### src/rtl/ac_pkg.sv
`default_nettype none
// ==================================================================
// ac_pkg : shared FSM encoding and AXI constants for ac_burst_writer
// Rev 1.0
// ==================================================================
package ac_pkg;

  typedef enum logic [2:0] {
    ST_IDLE = 3'd0,
    ST_FILL = 3'd1,
    ST_AW   = 3'd2,
    ST_W    = 3'd3,
    ST_B    = 3'd4,
    ST_DONE = 3'd5
  } ac_state_e;

  localparam logic [1:0]  c_burst_incr = 2'b01;
  localparam logic [1:0]  c_resp_okay  = 2'b00;
  localparam int unsigned c_4kb_bytes  = 4096;

endpackage
`default_nettype wire

### src/rtl/ac_sync_fifo.sv
`default_nettype none
// ==================================================================
// ac_sync_fifo : show-ahead synchronous FIFO with occupancy count
// Rev 1.0
// ==================================================================
module ac_sync_fifo #(
  parameter int WIDTH = 64,
  parameter int DEPTH = 32
) (
  input  logic                   clk,
  input  logic                   rst_n,
  input  logic                   push,
  input  logic [WIDTH-1:0]       push_data,
  input  logic                   pop,
  output logic [WIDTH-1:0]       pop_data,
  output logic                   full,
  output logic                   empty,
  output logic [$clog2(DEPTH):0] count
);

  localparam int PTR_W = $clog2(DEPTH);
  localparam int CNT_W = PTR_W + 1;

  logic [WIDTH-1:0] mem_q [DEPTH];
  logic [PTR_W-1:0] wr_ptr_q, wr_ptr_d;
  logic [PTR_W-1:0] rd_ptr_q, rd_ptr_d;
  logic [CNT_W-1:0] count_q, count_d;
  logic             w_do_push;
  logic             w_do_pop;

  assign full  = (count_q == CNT_W'(DEPTH));
  assign empty = (count_q == '0);
  assign count = count_q;
  // When empty, a same-cycle push is forwarded so push+pop keeps the count.
  assign pop_data = empty ? push_data : mem_q[rd_ptr_q];

  always_comb begin
    w_do_pop  = pop && (!empty || push);
    w_do_push = push && (!full || w_do_pop);
    wr_ptr_d  = w_do_push ? wr_ptr_q + PTR_W'(1) : wr_ptr_q;
    rd_ptr_d  = w_do_pop  ? rd_ptr_q + PTR_W'(1) : rd_ptr_q;
    count_d   = count_q;
    case ({w_do_push, w_do_pop})
      2'b10:   count_d = count_q + CNT_W'(1);
      2'b01:   count_d = count_q - CNT_W'(1);
      default: count_d = count_q;
    endcase
  end

  always_ff @(posedge clk or negedge rst_n) begin
    if (!rst_n) begin
      wr_ptr_q <= '0;
      rd_ptr_q <= '0;
      count_q  <= '0;
    end else begin
      wr_ptr_q <= wr_ptr_d;
      rd_ptr_q <= rd_ptr_d;
      count_q  <= count_d;
    end
  end

  always_ff @(posedge clk) begin
    if (w_do_push) mem_q[wr_ptr_q] <= push_data;
  end

endmodule
`default_nettype wire

### src/rtl/ac_burst_writer.sv
`default_nettype none
// ==================================================================
// ac_burst_writer : packs upsp words into AXI4 INCR write bursts
// Rev 1.0
// ==================================================================
module ac_burst_writer
  import ac_pkg::*;
#(
  parameter int AXI_DATA_WIDTH  = 64,
  parameter int AXI_ADDR_WIDTH  = 32,
  parameter int UPSP_DATA_WIDTH = 32,
  parameter int BURST_LEN       = 16,
  parameter int FIFO_DEPTH      = 32
) (
  input  logic                          clk,
  input  logic                          rst_n,
  input  logic                          start,
  input  logic [AXI_ADDR_WIDTH-1:0]     UPSTR,
  input  logic [AXI_ADDR_WIDTH-1:0]     UPENDR,
  input  logic                          upsp_ac_wrt,
  input  logic [UPSP_DATA_WIDTH-1:0]    upsp_ac_wdata,
  output logic                          ac_upsp_wready,
  output logic                          m_axi_awvalid,
  input  logic                          m_axi_awready,
  output logic [AXI_ADDR_WIDTH-1:0]     m_axi_awaddr,
  output logic [7:0]                    m_axi_awlen,
  output logic [2:0]                    m_axi_awsize,
  output logic [1:0]                    m_axi_awburst,
  output logic                          m_axi_awid,
  output logic                          m_axi_wvalid,
  input  logic                          m_axi_wready,
  output logic [AXI_DATA_WIDTH-1:0]     m_axi_wdata,
  output logic [AXI_DATA_WIDTH/8-1:0]   m_axi_wstrb,
  output logic                          m_axi_wlast,
  input  logic                          m_axi_bvalid,
  output logic                          m_axi_bready,
  input  logic [1:0]                    m_axi_bresp,
  output logic                          busy,
  output logic                          interrupt_updone,
  output logic                          err
);

  localparam int PACK       = AXI_DATA_WIDTH / UPSP_DATA_WIDTH;
  localparam int BEAT_SHIFT = $clog2(AXI_DATA_WIDTH / 8);
  localparam int WORD_SHIFT = $clog2(UPSP_DATA_WIDTH / 8);
  localparam int LANE_W     = (PACK > 1) ? $clog2(PACK) : 1;
  localparam int CNT_W      = $clog2(FIFO_DEPTH) + 1;

  ac_state_e                 state_q, state_d;
  logic [AXI_ADDR_WIDTH-1:0] addr_q, addr_d;
  logic [AXI_ADDR_WIDTH-1:0] end_q, end_d;
  logic [AXI_ADDR_WIDTH-1:0] words_left_q, words_left_d;
  logic [LANE_W-1:0]         lane_q, lane_d;
  logic [AXI_DATA_WIDTH-1:0] pack_q, pack_d;
  logic [7:0]                awlen_q, awlen_d;
  logic [7:0]                beat_cnt_q, beat_cnt_d;
  logic                      err_q, err_d;

  logic [AXI_DATA_WIDTH-1:0] w_beat;
  logic                      w_accept;
  logic                      w_push;
  logic                      w_pop;
  logic                      w_fifo_full;
  logic                      w_fifo_empty;
  logic [CNT_W-1:0]          w_fifo_count;
  logic [AXI_DATA_WIDTH-1:0] w_fifo_data;
  logic [AXI_ADDR_WIDTH-1:0] w_rem_beats;
  logic [AXI_ADDR_WIDTH-1:0] w_bnd_beats;
  logic [AXI_ADDR_WIDTH-1:0] w_n_wide;
  logic [8:0]                w_n;

  ac_sync_fifo #(
    .WIDTH (AXI_DATA_WIDTH),
    .DEPTH (FIFO_DEPTH)
  ) u_fifo (
    .clk       (clk),
    .rst_n     (rst_n),
    .push      (w_push),
    .push_data (w_beat),
    .pop       (w_pop),
    .pop_data  (w_fifo_data),
    .full      (w_fifo_full),
    .empty     (w_fifo_empty),
    .count     (w_fifo_count)
  );

  assign m_axi_awaddr  = addr_q;
  assign m_axi_awlen   = awlen_q;
  assign m_axi_awsize  = 3'(BEAT_SHIFT);
  assign m_axi_awburst = c_burst_incr;
  assign m_axi_awid    = 1'b0;
  assign m_axi_wdata   = w_fifo_data;
  assign m_axi_wstrb   = '1;
  assign err           = err_q;

  // Next burst length: limited by BURST_LEN, the frame remainder and the 4 KB page.
  always_comb begin
    w_rem_beats = (end_q - addr_q) >> BEAT_SHIFT;
    w_bnd_beats = (AXI_ADDR_WIDTH'(c_4kb_bytes)
                   - (addr_q & AXI_ADDR_WIDTH'(c_4kb_bytes - 1))) >> BEAT_SHIFT;
    w_n_wide    = AXI_ADDR_WIDTH'(BURST_LEN);
    if (w_rem_beats < w_n_wide) w_n_wide = w_rem_beats;
    if (w_bnd_beats < w_n_wide) w_n_wide = w_bnd_beats;
    w_n = 9'(w_n_wide);
  end

  always_comb begin
    state_d          = state_q;
    addr_d           = addr_q;
    end_d            = end_q;
    words_left_d     = words_left_q;
    lane_d           = lane_q;
    pack_d           = pack_q;
    awlen_d          = awlen_q;
    beat_cnt_d       = beat_cnt_q;
    err_d            = err_q;
    m_axi_awvalid    = 1'b0;
    m_axi_wvalid     = 1'b0;
    m_axi_wlast      = 1'b0;
    m_axi_bready     = 1'b0;
    interrupt_updone = 1'b0;
    w_pop            = 1'b0;

    busy           = (state_q != ST_IDLE);
    ac_upsp_wready = busy && !w_fifo_full && (words_left_q != '0);
    w_accept       = upsp_ac_wrt && ac_upsp_wready;

    w_beat = pack_q;
    for (int i = 0; i < PACK; i++) begin
      if (lane_q == LANE_W'(i)) w_beat[i*UPSP_DATA_WIDTH +: UPSP_DATA_WIDTH] = upsp_ac_wdata;
    end
    w_push = w_accept && (lane_q == LANE_W'(PACK - 1));

    if (w_accept) begin
      words_left_d = words_left_q - AXI_ADDR_WIDTH'(1);
      pack_d       = w_beat;
      lane_d       = w_push ? '0 : lane_q + LANE_W'(1);
    end

    case (state_q)
      ST_IDLE: begin
        if (start) begin
          addr_d       = UPSTR;
          end_d        = UPENDR;
          err_d        = 1'b0;
          lane_d       = '0;
          words_left_d = (UPENDR > UPSTR) ? (UPENDR - UPSTR) >> WORD_SHIFT : '0;
          state_d      = (UPENDR > UPSTR) ? ST_FILL : ST_DONE;
        end
      end
      ST_FILL: begin
        if (32'(w_fifo_count) >= 32'(w_n)) begin
          awlen_d    = 8'(w_n - 9'd1);
          beat_cnt_d = '0;
          state_d    = ST_AW;
        end
      end
      ST_AW: begin
        m_axi_awvalid = 1'b1;
        if (m_axi_awready) state_d = ST_W;
      end
      ST_W: begin
        m_axi_wvalid = !w_fifo_empty;
        m_axi_wlast  = m_axi_wvalid && (beat_cnt_q == awlen_q);
        if (m_axi_wvalid && m_axi_wready) begin
          w_pop = 1'b1;
          if (m_axi_wlast) state_d = ST_B;
          else             beat_cnt_d = beat_cnt_q + 8'd1;
        end
      end
      ST_B: begin
        m_axi_bready = 1'b1;
        if (m_axi_bvalid) begin
          addr_d  = addr_q + ((AXI_ADDR_WIDTH'(awlen_q) + AXI_ADDR_WIDTH'(1)) << BEAT_SHIFT);
          err_d   = err_q | (m_axi_bresp != c_resp_okay);
          state_d = (addr_d == end_q) ? ST_DONE : ST_FILL;
        end
      end
      ST_DONE: begin
        interrupt_updone = 1'b1;
        state_d          = ST_IDLE;
      end
      default: state_d = ST_IDLE;
    endcase
  end

  always_ff @(posedge clk or negedge rst_n) begin
    if (!rst_n) begin
      state_q      <= ST_IDLE;
      addr_q       <= '0;
      end_q        <= '0;
      words_left_q <= '0;
      lane_q       <= '0;
      pack_q       <= '0;
      awlen_q      <= '0;
      beat_cnt_q   <= '0;
      err_q        <= 1'b0;
    end else begin
      state_q      <= state_d;
      addr_q       <= addr_d;
      end_q        <= end_d;
      words_left_q <= words_left_d;
      lane_q       <= lane_d;
      pack_q       <= pack_d;
      awlen_q      <= awlen_d;
      beat_cnt_q   <= beat_cnt_d;
      err_q        <= err_d;
    end
  end

endmodule
`default_nettype wire
### config.mk
export PLATFORM = sky130hd
export DESIGN_NAME = ac_burst_writer
export DESIGN_NICKNAME = d
export VERILOG_FILES = /design/src/rtl/ac_pkg.sv /design/src/rtl/ac_sync_fifo.sv /design/src/rtl/ac_burst_writer.sv
export SDC_FILE = /design/constraint.sdc
export NUM_CORES = 2
export LEC_CHECK = 0
export ABC_AREA = 1
export BUFFER_PORTS_ARGS = -buffer_cell sky130_fd_sc_hd__buf_2
export CORE_MARGIN = 4
export CORE_UTILIZATION = 65
export CTS_CLUSTER_DIAMETER = 80
export DETAILED_ROUTE_END_ITERATION = 12
export PLACE_DENSITY = 0.82
export SYNTH_ARGS = -nofsm -noshare
export SYNTH_HDL_FRONTEND = slang
export SYNTH_SLANG_ARGS = --single-unit
export TNS_END_PERCENT = 5
### constraint.sdc
create_clock -name clk -period 8.53 [get_ports clk]
set_input_delay 0.853 -clock clk [delete_from_list [all_inputs] [get_ports clk]]
set_output_delay 0.853 -clock clk [all_outputs]
set_load 0.01 [all_outputs]
After elaboration in Yosys (flattened, before gate mapping)
Memories as Yosys holds them, arrays and structs flattened.
Index checks and enable logic that the tools add are counted.
Cells by class
  $add $sub $neg: 13
  order comparisons: 4
  equality and inequality tests: 17
  muxes and demuxes: 42
  bitwise operators: 1
  reductions and logical operators: 25
Operators by type and width (count)
  two-way mux 32 bit: 7
  two-way mux 64 bit: 1
  one-hot mux 32 bit (2 select lines): 1
  subtractor 32 bit: 2
  adder 32 x 12 -> 32 bit: 1
  == test 32 bit: 1
  > comparator 32 bit: 1
  nonzero test 32 bit: 1
  subtractor 32 x 1 -> 32 bit (second input constant): 1
  two-way mux 30 bit: 1
  less-than comparator 29 bit: 1
  less-than comparator 29 x 5 -> 1 bit (second input constant): 1
  two-way mux 29 bit: 1
  two-way mux 3 bit: 8
  two-way mux 8 bit: 3
  one-hot mux 8 bit (2 select lines): 1
  two-way mux 1 bit: 15
  one-hot mux 3 bit (5 select lines): 1
  != test 2 bit (second input constant): 7
  subtractor 13 x 12 -> 14 bit (first input constant): 1
  one-hot mux 6 bit (2 select lines): 1
  adder 5 x 1 -> 5 bit (second input constant): 2
  adder 8 x 1 -> 9 bit (second input constant): 1
  greater-or-equal comparator 6 x 9 -> 1 bit: 1
  other kinds (26): 41
Word-level totals
  bits in registers: 197
  memory bits (writable): 2048
  input bits: 105
  logic and storage cells: 115
  memories: 1
Memory list
  u_fifo.mem_q: words 32, width 64, read ports 1, clocked after memory_dff 0, write ports 1, RTL line ac_sync_fifo.sv:24  | logic [WIDTH-1:0] mem_q [DEPTH];

Logic depth before layout (Yosys ltp)
  word-level depth: 12
  depth in mapped cells: 39
  depth with buffers taken out: 37

Modules after synthesis
Synthesis repeated with hierarchy kept, for this count alone.
Unflattened totals
  cell total of the unflattened synthesis: 10385
  area, all modules: 102452.0 um^2
Modules (own cells, without submodules)
  ac_sync_fifo: times used 1, cells each 7985, area each 86925.9 um^2, seq. area each 61899.4 um^2
  ac_burst_writer: times used 1, cells each 2400, area each 15526.1 um^2, seq. area each 4529.3 um^2

Worst setup path after synthesis
Ideal clock, no wire load.
  path kind: reg-to-reg
  start: reg words_left_q[0]
  end: mem u_fifo.mem_q[31][0] (enable)
  arrival: 5.210 ns
  data required time: 8.042 ns
  slack: 2.832 ns
  cell stages (with the launch flop): 15
  path buffers: 2
  clock period less this slack: 5.698 ns
  cell sequence: dfrtp_1 -> inv_1 -> ha_1 -> nand3_1 -> nor2_1 -> a311oi_2 -> nand2_1 -> inv_2 -> clkbuf_1 -> clkbuf_1 -> ha_1 -> nand2_1 -> clkinv_1 -> nand2_1 -> nor2_1
On the way
  cells in the longest elaborated chain, start to end: 10
Ends and longest elaborated chain
  start: declaration: RTL line ac_burst_writer.sv:52  | logic [AXI_ADDR_WIDTH-1:0] words_left_q, words_left_d;
  start signal: assignment: RTL line ac_burst_writer.sv:202  | words_left_q <= words_left_d;
  nonzero test 32 bit *: RTL line ac_burst_writer.sv:125  | ac_upsp_wready = busy && !w_fifo_full && (words_left_q != '0);
  logical AND 1 bit *: RTL line ac_burst_writer.sv:125
  named net ac_upsp_wready: RTL line ac_burst_writer.sv:22  | output logic ac_upsp_wready,
  logical AND 1 bit *: RTL line ac_burst_writer.sv:126  | w_accept = upsp_ac_wrt && ac_upsp_wready;
  named net w_accept: RTL line ac_burst_writer.sv:60  | logic w_accept;
  logical AND 1 bit *: RTL line ac_burst_writer.sv:132  | w_push = w_accept && (lane_q == LANE_W'(PACK - 1));
  logical OR 1 bit: RTL line ac_sync_fifo.sv:38  | w_do_pop = pop && (!empty || push);
  logical AND 1 bit: RTL line ac_sync_fifo.sv:38
  logical OR 1 bit: RTL line ac_sync_fifo.sv:39  | w_do_push = push && (!full || w_do_pop);
  logical AND 1 bit *: RTL line ac_sync_fifo.sv:39
  two-way mux 1 bit *: RTL line ac_sync_fifo.sv:63  | if (w_do_push) mem_q[wr_ptr_q] <= push_data;
  two-way mux 1 bit (implied by the code) *: RTL line ac_sync_fifo.sv:63
  end: declaration: RTL line ac_sync_fifo.sv:24
Mark *: on every way through the listed nets, which the timed path passes. The rest lies on a longest branch.

Final worst setup path
  start: reg u_fifo.rd_ptr_q[0]
  end: out m_axi_wdata[54]
On the way
  cells in the longest elaborated chain, start to end: 2
Ends and longest elaborated chain
  start: declaration: RTL line ac_sync_fifo.sv:26  | logic [PTR_W-1:0] rd_ptr_q, rd_ptr_d;
  start signal: assignment: RTL line ac_sync_fifo.sv:57  | rd_ptr_q <= rd_ptr_d;
  memory (32 x 64 bit)
  two-way mux 64 bit: RTL line ac_sync_fifo.sv:35  | assign pop_data = empty ? push_data : mem_q[rd_ptr_q];
  end: declaration: RTL line ac_burst_writer.sv:32  | output logic [AXI_DATA_WIDTH-1:0] m_axi_wdata,
No other way between the ends.

==> results.md <==
- Data required, critical path: between 7 and 8 ns
- Synth area leaders: edfxtp_1, o21ai_0, dfrtp_1
- WP data arrival: 5.65 ns
- Highest clock rate: 0.154 GHz
- Synth top area share: 0.643
- Die Wd: 392 um
- Simple-Gate Fraction of Synth Area: 0.113
- Largest family of logic cells by synthesized area: compound AO/OA/AOI/OAI gates
- Clock Path Buffers: 3
- Final Critical Period: 6.50 ns
- Final core occ: 0.724
- Ys Warns: 0
- CP Launch Type: flip-flop
- Vias in the first global route: 67700
- DP HPWL: 156000 um
- Layout area overhead: 10.5%
- Vias/cell: about 6.7
- CP Capture Type: output port
- PostCTS Resize Cnt: 0
- Worst Path Max Fanout: 191
- Root buffer cell: clkbuf_16
- Peak VDD IR: 0.506 mV
- Ports: 231
- Clk sinks: 2245
- Slew @ Worst Pin: roughly 1.4 ns
- Setup Skew: 0.0371 ns
- Final Routed Wirelength: 285000 um
- Post-synth cell types: 59
- Slew headroom: 0.0544
- Total CTS buffers: 209
- Xor and xnor area share after synthesis: 0.0101
- Gr usage total: 0.367
- Final Hold Viols: 0
- First-pass GRT wire length: 418000 um
- CTS tree: yes
- Post-synth top area cell: edfxtp_1
- Area of the multi-input gates: 26100 um^2
- Reg clk slew, reported paths: 0.06 ns
- Post-Synth Adder-Cell Area: 0.0136
- Antenna viol nets, final: 0
- Max Cap Viol: 0
- Mux contribution to synthesized area: 0
- Mapped Area: 95700 um^2
- Hold Buf Count CTS: 0
- Post-synth EDFFs: 2048
- Top cells by count, synth: edfxtp_1, o21ai_0, nor2_1
- Sequential-to-total area share from yosys stat: 0.694
- DR pass1 iterations: 7
- Clk_lat worst skew: 0.87 ns
- Synth Area in Compound Gates: 0.130
- Post-synth ARST share: 0.0878
- Avg Inst Size Synth: 11.6 um^2
- Pin count of the biggest net entering global routing: about 250
- Rows: 140
- Crit share post-route: 0.762
- Initial antenna violation count: 6
- Final net count: around 8600
- RSZ-0062 raised after global routing: no
- Starting Density: 0.656
- Die Area: 153000 um^2
- Finish-stage setup viols: 0
- RD Place Congestion: 1.03
- DRC: 0
- Number of synthesized register bits: 2245
- WL/cell: 27.3 um
- Crit Path Category: flip-flop to output port
- Setup TNS: 0 ns
- Core ar.: 146000 um^2
- DR iter-0 viols: roughly 12000
- Post-CTS Setup Repair Bufs: 0
- Htree depth: 4
- Count leader, synth: edfxtp_1
- Hold_ws: around 0.0082 ns
- Top FF cell, synth: edfxtp_1
- Post-Place Cells: 10100
- Via total after detailed routing: 70300
- Max-slew violation count: 0
- Seq. cell area: 66400 um^2
- Outcome: finished clean
- Ratio of cells with drive above 1 in the final layout: 0.0969
- Worst min path class: input port to async pin
- Non-Filler Instances: 10500
- Die height: 392 um
- Static leakage: 37.2 nW
- Fillcell total: 9028
- Synthesized instance count: between 8000 and 9000
- Total power density per cell area: 379 nW/um^2
- Gr ovfl total: 0
- Port Buf Inserts: 216
-- metal layers --
| layer | vias up | wire, um | track usage |
|---|---|---|---|
| met4 | 2 | 17400 | 0.196 |
| met5 | - | 13 | 0 |
| met2 | 5828 | 131000 | 0.567 |
| li1 | 30000 | - | - |
| met1 | 33400 | 96900 | 0.490 |
| met3 | 1041 | 40100 | 0.0873 |
-- worst paths after layout --
check,from,endpoint,slack [ns],cells after the start
setup / recovery,u_fifo.rd_ptr_q[0],m_axi_wdata[54],2.03,9
hold / removal,rst_n,err,0.008,1
setup reg to reg,m_axi_awaddr[11],beat_cnt_q[7],2.53,34
hold reg to reg,end_q[1],end_q[1],0.48,2
max in group asynchronous,rst_n,u_fifo.rd_ptr_q[4],6.98,2
min in group clk,UPENDR[2],end_q[2],0.23,3
-- power by group --
part / internal (W) / total (W) / switching (W)
clock: 0.00514 / 0.00919 / 0.00406
sequential: 0.0141 / 0.0146 / 0.000510
combinational: 0.00434 / 0.0163 / 0.0119
-- registers in the layout, summed over array words and instances, names as in the netlist --
signal	count
lane_q	1
state_q	3
m_axi_awlen	8
pack_q	64
err	1
m_axi_awaddr	32
u_fifo.mem_q	2048
u_fifo.count	6
words_left_q	32
u_fifo.rd_ptr_q	5
end_q	32
beat_cnt_q	8
u_fifo.wr_ptr_q	5
-- per-stage QoR --
| step | instance area [um^2] | total power, W | setup WS (ns) |
|---|---|---|---|
| CTS | 106000 | 0.0396 | 2.25 |
| floorplan | 95700 | 0.0248 | 2.83 |
| global route | 106000 | 0.0419 | 1.73 |
| finish | 106000 | 0.0401 | 2.03 |
| global placement | 99000 | 0.0300 | 2.70 |
| detailed placement | 99000 | 0.0305 | 2.60 |
-- cell families after synthesis --
family,Yosys count
other,2
xor gates and xnor gates,110
and+or+nand+nor,2687
DFF,2245
buffers and inverters,958
AOI/OAI and AO/OA,2172
adders and majority gates,103
-- critical path, cell delays in order (launching register included) --
cell and delay, ns:
dfrtp_4 0.80, inv_8 0.91, buf_4 0.68, o21ai_0 0.23
o221ai_1 0.19, nand3_1 0.13, nand4_1 0.12, o21ai_0 0.10
o21ai_0 1.11, buf_2 0.32
-- final cells by class --
| cell class | instances | share of cell area |
|---|---|---|
| inverter | 449 | 0.0163 |
| clock inverter | 115 | 0.0104 |
| timing repair buffer | 371 | 0.0222 |
| multi-input combinational | 5091 | 0.247 |
| antenna | 3 | 0.0000710 |
| sequential | 2245 | 0.629 |
| clock buffer | 266 | 0.0528 |
| tap | 1917 | 0.0227 |
-- layout by cell type, fill, tap and decap left out, types with 71 or more instances in the layout --
cell type and instances:
nand3_1 241, xor2_1 86, dfrtp_1 192, o21ai_0 1282, a21oi_1 154, buf_4 148, nand2_1 1010, o22ai_1 330
nor2_1 1217, edfxtp_1 2048, inv_1 431, buf_2 215, o221ai_1 202, clkbuf_16 212, nand4_1 71, o211ai_1 74
ha_1 101
Note: power is estimated with default switching activity, not from simulation.
